===== config.mk =====
export PLATFORM = sky130hd
export DESIGN_NAME = if_id_skid_flat
export DESIGN_NICKNAME = d
export VERILOG_FILES = /design/src/rtl/if_id_skid_if.sv /design/src/rtl/if_id_skid.sv /design/src/flat_wrapper.sv
export SDC_FILE = /design/constraint.sdc
export NUM_CORES = 1
export LEC_CHECK = 0
export ABC_AREA = 1
export CORE_MARGIN = 2
export CORE_UTILIZATION = 44
export CTS_CLUSTER_SIZE = 24
export DETAILED_ROUTE_END_ITERATION = 10
export PLACE_DENSITY = 0.84
export SYNTH_ARGS = -nofsm -noshare
export SYNTH_HDL_FRONTEND = slang
export SYNTH_SLANG_ARGS = --single-unit

===== constraint.sdc =====
create_clock -name clk -period 5.25 [get_ports clk]
set_clock_uncertainty 0.2 [all_clocks]
set_input_delay 1.575 -clock clk [delete_from_list [all_inputs] [get_ports clk]]
set_output_delay 1.575 -clock clk [all_outputs]
set_load 0.01 [all_outputs]

===== src/rtl/if_id_skid_if.sv =====
// IF/ID handshake bundle: fetch-side offer, decode-side consume, and the
// decoded field view of the head entry.
interface if_id_skid_if;
    logic [31:0] in_instr;
    logic [31:0] in_pc4;
    logic        in_valid;
    logic        in_ready;
    logic        out_ready;
    logic        flush;
    logic        out_valid;
    logic [31:0] out_instr;
    logic [31:0] out_pc4;
    logic [5:0]  opcode;
    logic [4:0]  rs;
    logic [4:0]  rt;
    logic [4:0]  rd;
    logic [4:0]  shamt;
    logic [5:0]  funct;
    logic [31:0] imm_sext;
    logic [25:0] jaddr;
    logic [1:0]  level;

    // master: the fetch/decode environment around the buffer
    modport master (
        output in_instr, in_pc4, in_valid, out_ready, flush,
        input  in_ready, out_valid, out_instr, out_pc4,
        input  opcode, rs, rt, rd, shamt, funct, imm_sext, jaddr, level
    );

    // slave: the skid buffer itself
    modport slave (
        input  in_instr, in_pc4, in_valid, out_ready, flush,
        output in_ready, out_valid, out_instr, out_pc4,
        output opcode, rs, rt, rd, shamt, funct, imm_sext, jaddr, level
    );
endinterface


===== src/rtl/if_id_skid.sv =====
// Two-entry IF/ID pipeline register with skid slot; state updates on the
// falling clock edge, in_ready is registered so decode stalls never reach fetch.
module if_id_skid (
    input  logic        clk,
    input  logic        rst,
    if_id_skid_if.slave bus
);
    typedef struct packed {
        logic [31:0] instr;
        logic [31:0] pc4;
        logic        valid;
    } entry_t;

    entry_t main_q, skid_q;
    entry_t main_d, skid_d;
    entry_t in_e;
    logic   accept;
    logic   drain;
    logic [31:0] head_instr;
    logic [31:0] head_pc4;

    always_comb begin
        in_e       = '0;
        in_e.instr = bus.in_instr;
        in_e.pc4   = bus.in_pc4;
        in_e.valid = 1'b1;
    end

    // flush kills the offered word as well as the held ones
    assign accept = bus.in_valid & ~skid_q.valid & ~bus.flush;
    assign drain  = main_q.valid & bus.out_ready;

    always_comb begin
        main_d = main_q;
        skid_d = skid_q;
        if (bus.flush) begin
            main_d.valid = 1'b0;
            skid_d.valid = 1'b0;
        end else if (!main_q.valid) begin
            if (accept)
                main_d = in_e;
        end else if (drain) begin
            if (skid_q.valid) begin
                main_d       = skid_q;
                skid_d.valid = 1'b0;
            end else if (accept) begin
                main_d = in_e;
            end else begin
                main_d.valid = 1'b0;
            end
        end else if (accept) begin
            skid_d = in_e;
        end
    end

    always_ff @(negedge clk or posedge rst) begin
        if (rst) begin
            main_q <= '0;
            skid_q <= '0;
        end else begin
            main_q <= main_d;
            skid_q <= skid_d;
        end
    end

    // stale data in an empty main slot must never leak out
    assign head_instr = main_q.valid ? main_q.instr : 32'h0;
    assign head_pc4   = main_q.valid ? main_q.pc4   : 32'h0;

    assign bus.in_ready  = ~skid_q.valid;
    assign bus.out_valid = main_q.valid;
    assign bus.out_instr = head_instr;
    assign bus.out_pc4   = head_pc4;
    assign bus.opcode    = head_instr[31:26];
    assign bus.rs        = head_instr[25:21];
    assign bus.rt        = head_instr[20:16];
    assign bus.rd        = head_instr[15:11];
    assign bus.shamt     = head_instr[10:6];
    assign bus.funct     = head_instr[5:0];
    assign bus.imm_sext  = {{16{head_instr[15]}}, head_instr[15:0]};
    assign bus.jaddr     = head_instr[25:0];
    assign bus.level     = {1'b0, main_q.valid} + {1'b0, skid_q.valid};
endmodule

===== src/flat_wrapper.sv =====
// flat-port wrapper written by rule: the top's interface ports become plain ports
module if_id_skid_flat 
  (clk, rst, bus_in_instr, bus_in_pc4, bus_in_valid, bus_out_ready, bus_flush, bus_in_ready, bus_out_valid, bus_out_instr, bus_out_pc4, bus_opcode, bus_rs, bus_rt, bus_rd, bus_shamt, bus_funct, bus_imm_sext, bus_jaddr, bus_level);
  if_id_skid_if bus_i ();
  input  logic clk;
  input  logic rst;
  input wire logic [$bits(bus_i.in_instr)-1:0] bus_in_instr;
  input wire logic [$bits(bus_i.in_pc4)-1:0] bus_in_pc4;
  input wire logic [$bits(bus_i.in_valid)-1:0] bus_in_valid;
  input wire logic [$bits(bus_i.out_ready)-1:0] bus_out_ready;
  input wire logic [$bits(bus_i.flush)-1:0] bus_flush;
  output wire logic [$bits(bus_i.in_ready)-1:0] bus_in_ready;
  output wire logic [$bits(bus_i.out_valid)-1:0] bus_out_valid;
  output wire logic [$bits(bus_i.out_instr)-1:0] bus_out_instr;
  output wire logic [$bits(bus_i.out_pc4)-1:0] bus_out_pc4;
  output wire logic [$bits(bus_i.opcode)-1:0] bus_opcode;
  output wire logic [$bits(bus_i.rs)-1:0] bus_rs;
  output wire logic [$bits(bus_i.rt)-1:0] bus_rt;
  output wire logic [$bits(bus_i.rd)-1:0] bus_rd;
  output wire logic [$bits(bus_i.shamt)-1:0] bus_shamt;
  output wire logic [$bits(bus_i.funct)-1:0] bus_funct;
  output wire logic [$bits(bus_i.imm_sext)-1:0] bus_imm_sext;
  output wire logic [$bits(bus_i.jaddr)-1:0] bus_jaddr;
  output wire logic [$bits(bus_i.level)-1:0] bus_level;
  assign bus_i.in_instr = bus_in_instr;
  assign bus_i.in_pc4 = bus_in_pc4;
  assign bus_i.in_valid = bus_in_valid;
  assign bus_i.out_ready = bus_out_ready;
  assign bus_i.flush = bus_flush;
  assign bus_in_ready = bus_i.in_ready;
  assign bus_out_valid = bus_i.out_valid;
  assign bus_out_instr = bus_i.out_instr;
  assign bus_out_pc4 = bus_i.out_pc4;
  assign bus_opcode = bus_i.opcode;
  assign bus_rs = bus_i.rs;
  assign bus_rt = bus_i.rt;
  assign bus_rd = bus_i.rd;
  assign bus_shamt = bus_i.shamt;
  assign bus_funct = bus_i.funct;
  assign bus_imm_sext = bus_i.imm_sext;
  assign bus_jaddr = bus_i.jaddr;
  assign bus_level = bus_i.level;
  if_id_skid u_core (.clk(clk), .rst(rst), .bus(bus_i));
endmodule

==> flow_metrics.env <==
export IMPL_synthesis_yosys_warnings=0
export IMPL_layout_drive_gt1_share_pct=33.4
export IMPL_synth_top_family_by_area="simple AND/OR/NAND/NOR gates"
export IMPL_fin_setup_tns_ns=-95.51
export IMPL_tightestPinTransition_ns=0.872
export IMPL_cts_num_sinks=130
export IMPL_initial_utilization_pct=44.8
export IMPL_reg2reg_to="u_core.main_q[13]"
export IMPL_cts_root_buf="clkbuf_16"
export IMPL_via_count=8671
export IMPL_grt_max_degree=92
export IMPL_io_buffer_count=226
export IMPL_synth_compound_area_share_pct=7.55
export IMPL_seqPwrFrac_pct=41.6
export IMPL_area_delta_synth_final_pct=57.1
export IMPL_grt_overflow_total=0
export IMPL_pre_cts_ws_ns=-0.982
export IMPL_power_density_nw_per_um2=266
export IMPL_min_to="u_core.skid_q[10]"
export IMPL_die_area_um2=19300
export IMPL_viasPerCell=5.13
export IMPL_setup_ws_ns=-0.682
export IMPL_fin_hold_ws_ns=0.232
export IMPL_switchingPower_uw=1010
export IMPL_outcome="finished with violations"
export IMPL_nFillCells=1293
export IMPL_h_tree_depth=4
export IMPL_synth_adder_area_share_pct=0.156
export IMPL_stdcell_area_um2=12600
export IMPL_postPlaceCellArea_um2=10700
export IMPL_grt_first_pass_wirelength_um=40500
export IMPL_multi_input_area_um2=3750
export IMPL_utilization_pct=70.4
export IMPL_rr_worst_depth=10
export IMPL_cts_buffers=17
export IMPL_avgSynthCellArea_um2=6.62
export IMPL_syn_num_nets=1282
export IMPL_synth_seq_cells=130
export IMPL_wl_per_cell_um=16.1
export IMPL_pwr_share_clk_pct=34.0
export IMPL_hp_class="flop to flop"
export IMPL_critPathRequiredTime_ns=3.48
export IMPL_end_kind="primary output"
export IMPL_gp_congestion=0.771
export IMPL_combinationalPowerShare_pct=24.4
export IMPL_maxSlewViolCount=0
export IMPL_crit_path_start_kind="flop"
export IMPL_clk_latency_ns=0.40
export IMPL_p_int_uw=2340
export IMPL_synthSimpleGateAreaFrac_pct=33.0
export IMPL_crit_type="flop to primary output"
export IMPL_antenna_found_initial=2
export IMPL_io_pins=227
export IMPL_path_clk_slew_ns=0.04
export IMPL_hpwl_um=14900
export IMPL_leakagePower_uw=0.00725
export IMPL_setup_viol=165
export IMPL_synth_xor_xnor_area_share_pct=0
export IMPL_power_switching_share_pct=30.2
export IMPL_register_area_um2=3250
export IMPL_core_um2=17900
export IMPL_drtAntennaViolNets=0
export IMPL_cts_buffer_depth=2
export IMPL_slew_headroom_pct=41.9
export IMPL_irDropWorstVdd_uv=264
export IMPL_synthCells=1212
export IMPL_rsz0062_at_grt="true"
export IMPL_worstPathMaxFanout=7
export IMPL_die_width_um=139
export IMPL_grt_pass1_vias=7949
export IMPL_post_route_drc_count=0
export IMPL_hold_viol=0
export IMPL_hold_start="u_core.skid_q[10]"
export IMPL_yosysSeqAreaShare_pct=40.6
export IMPL_cp_data_arrival_time_ns=4.16
export IMPL_violations="negative setup slack"
export IMPL_cap_violations=0
export IMPL_rows=49
export IMPL_netlist_area_um2=8020
export IMPL_synth_distinct_cells=21
export IMPL_drt_total_wl_um=27300
export IMPL_drt_first_pass_iters=6
export IMPL_grt_total_usage_pct=26.0
export IMPL_drtIter0Drc=858
export IMPL_r2r_start="u_core.skid_q[0]"
export IMPL_cts_tree="yes"
export IMPL_final_nets=1518
export IMPL_die_h_um=139
export IMPL_r2r_setup_slack_ns=1.96
export IMPL_yosys_mux_area_fraction_pct=0
export IMPL_holdPathStages=2
[worst max-delay path, stage by stage (launching register included)]
cell     delay (ns)
dfrtn_1        0.47
buf_6          0.19
buf_12         0.15
buf_4          0.12
nand2_4        0.04
inv_2          0.06
buf_6          0.09
[flip-flops by register name, indices dropped and copies added (netlist names)]
name / count
u_core.skid_q: 65
u_core.main_q: 64
u_core.bus.out_valid: 1
[logic make-up after synthesis]
family,after synthesis
simple gates,677
buf+inv,286
flops,130
compound gates,118
fa+ha+maj,1
[cell usage in the layout, fill, tap and decap left out, types with 2 or more instances in the layout]
cell and instances:
inv_6 4, nor3_1 2, clkinvlp_4 5, dfrtn_1 130, nand2_4 43, o21ai_0 79
inv_1 61, nor2_4 6, nand2_1 485, buf_4 71, o21ai_1 31, inv_2 37
nand2_2 25, clkbuf_8 5, buf_12 31, nand3_4 2, o21ai_2 7, clkbuf_16 24
nor2_1 62, nand3_1 53, inv_4 22, clkdlybuf4s15_2 3, clkdlybuf4s50_1 65, clkinv_2 4
buf_8 5, buf_2 20, buf_16 3, clkbuf_1 4, buf_6 163
[cells in the mapped netlist]
cell / instances / area, um^2
nor2_8: 1 / 20.0
inv_1: 119 / 447
nand2_1: 552 / 2070
o21ai_2: 4 / 35.0
o21ai_0: 87 / 435
buf_4: 97 / 728
a21oi_1: 1 / 5.00
nor2_2: 2 / 12.5
dfrtn_1: 130 / 3250
nand3_2: 2 / 20.0
buf_1: 11 / 41.3
nor3_1: 2 / 10.0
nand2_2: 2 / 12.5
ha_1: 1 / 12.5
nor2_1: 63 / 236
buf_6: 4 / 45.0
o21ai_1: 26 / 130
clkbuf_1: 22 / 82.6
inv_2: 7 / 26.3
nand3_1: 53 / 265
buf_2: 26 / 130
[cell type report]
type / instances / area share [%]
inverter: 126 / 4.47
clock inverter: 5 / 0.397
tap: 229 / 2.27
clock buffer: 26 / 4.04
timing repair buffer: 369 / 32.9
antenna: 1 / 0.0199
multi-input combinational: 799 / 29.8
sequential: 130 / 25.8
timing repair inverter: 5 / 0.338
[worst max path at each step]
stage,end,slack [ns],depth (start not counted),from
after floorplan,u_core.bus.out_valid,-0.65,1,rst
after global placement,u_core.main_q[59],-0.91,8,bus_flush
after detailed placement,u_core.main_q[12],-0.98,8,bus_flush
after CTS,bus_out_pc4[26],-0.77,6,u_core.bus.out_valid
after global routing,bus_out_pc4[12],-0.71,6,u_core.bus.out_valid
final,bus_out_pc4[12],-0.68,6,u_core.bus.out_valid
[power groups by stage]
stage / clock, uW / sequential (uW) / combinational, uW
2_1_floorplan: 0 / 1350 / 456
3_3_place_gp: 0 / 1370 / 656
3_5_place_dp: 0 / 1380 / 681
4_1_cts: 1140 / 1370 / 757
5_1_grt: 1190 / 1420 / 903
6_report: 1140 / 1400 / 819
[routing by layer]
| metal | up-vias | part of all wire, % | GRT usage (%) |
|---|---|---|---|
| met5 | - | 0.048 | 0 |
| met4 | 2 | 3.3 | 9.73 |
| met3 | 85 | 8.2 | 4.97 |
| met2 | 470 | 51 | 45.9 |
| met1 | 4059 | 38 | 31.4 |
| li1 | 4055 | - | - |
[per-stage QoR]
step	cells	power (uW)
floorplan	1212	1800
global placement	1588	2030
detailed placement	1588	2060
CTS	1675	3270
global route	1689	3510
finish	1690	3360
[timing repair]
item                                    4_1_cts  5_1_grt
cloned                                       13       10
hold buffers                                  0        0
setup buffers                                43       16
pin swaps                                     7       18
endpoints found under the setup margin      287      228
resized for setup                           762      186
No activity file was read; power rests on OpenSTA's default activity.
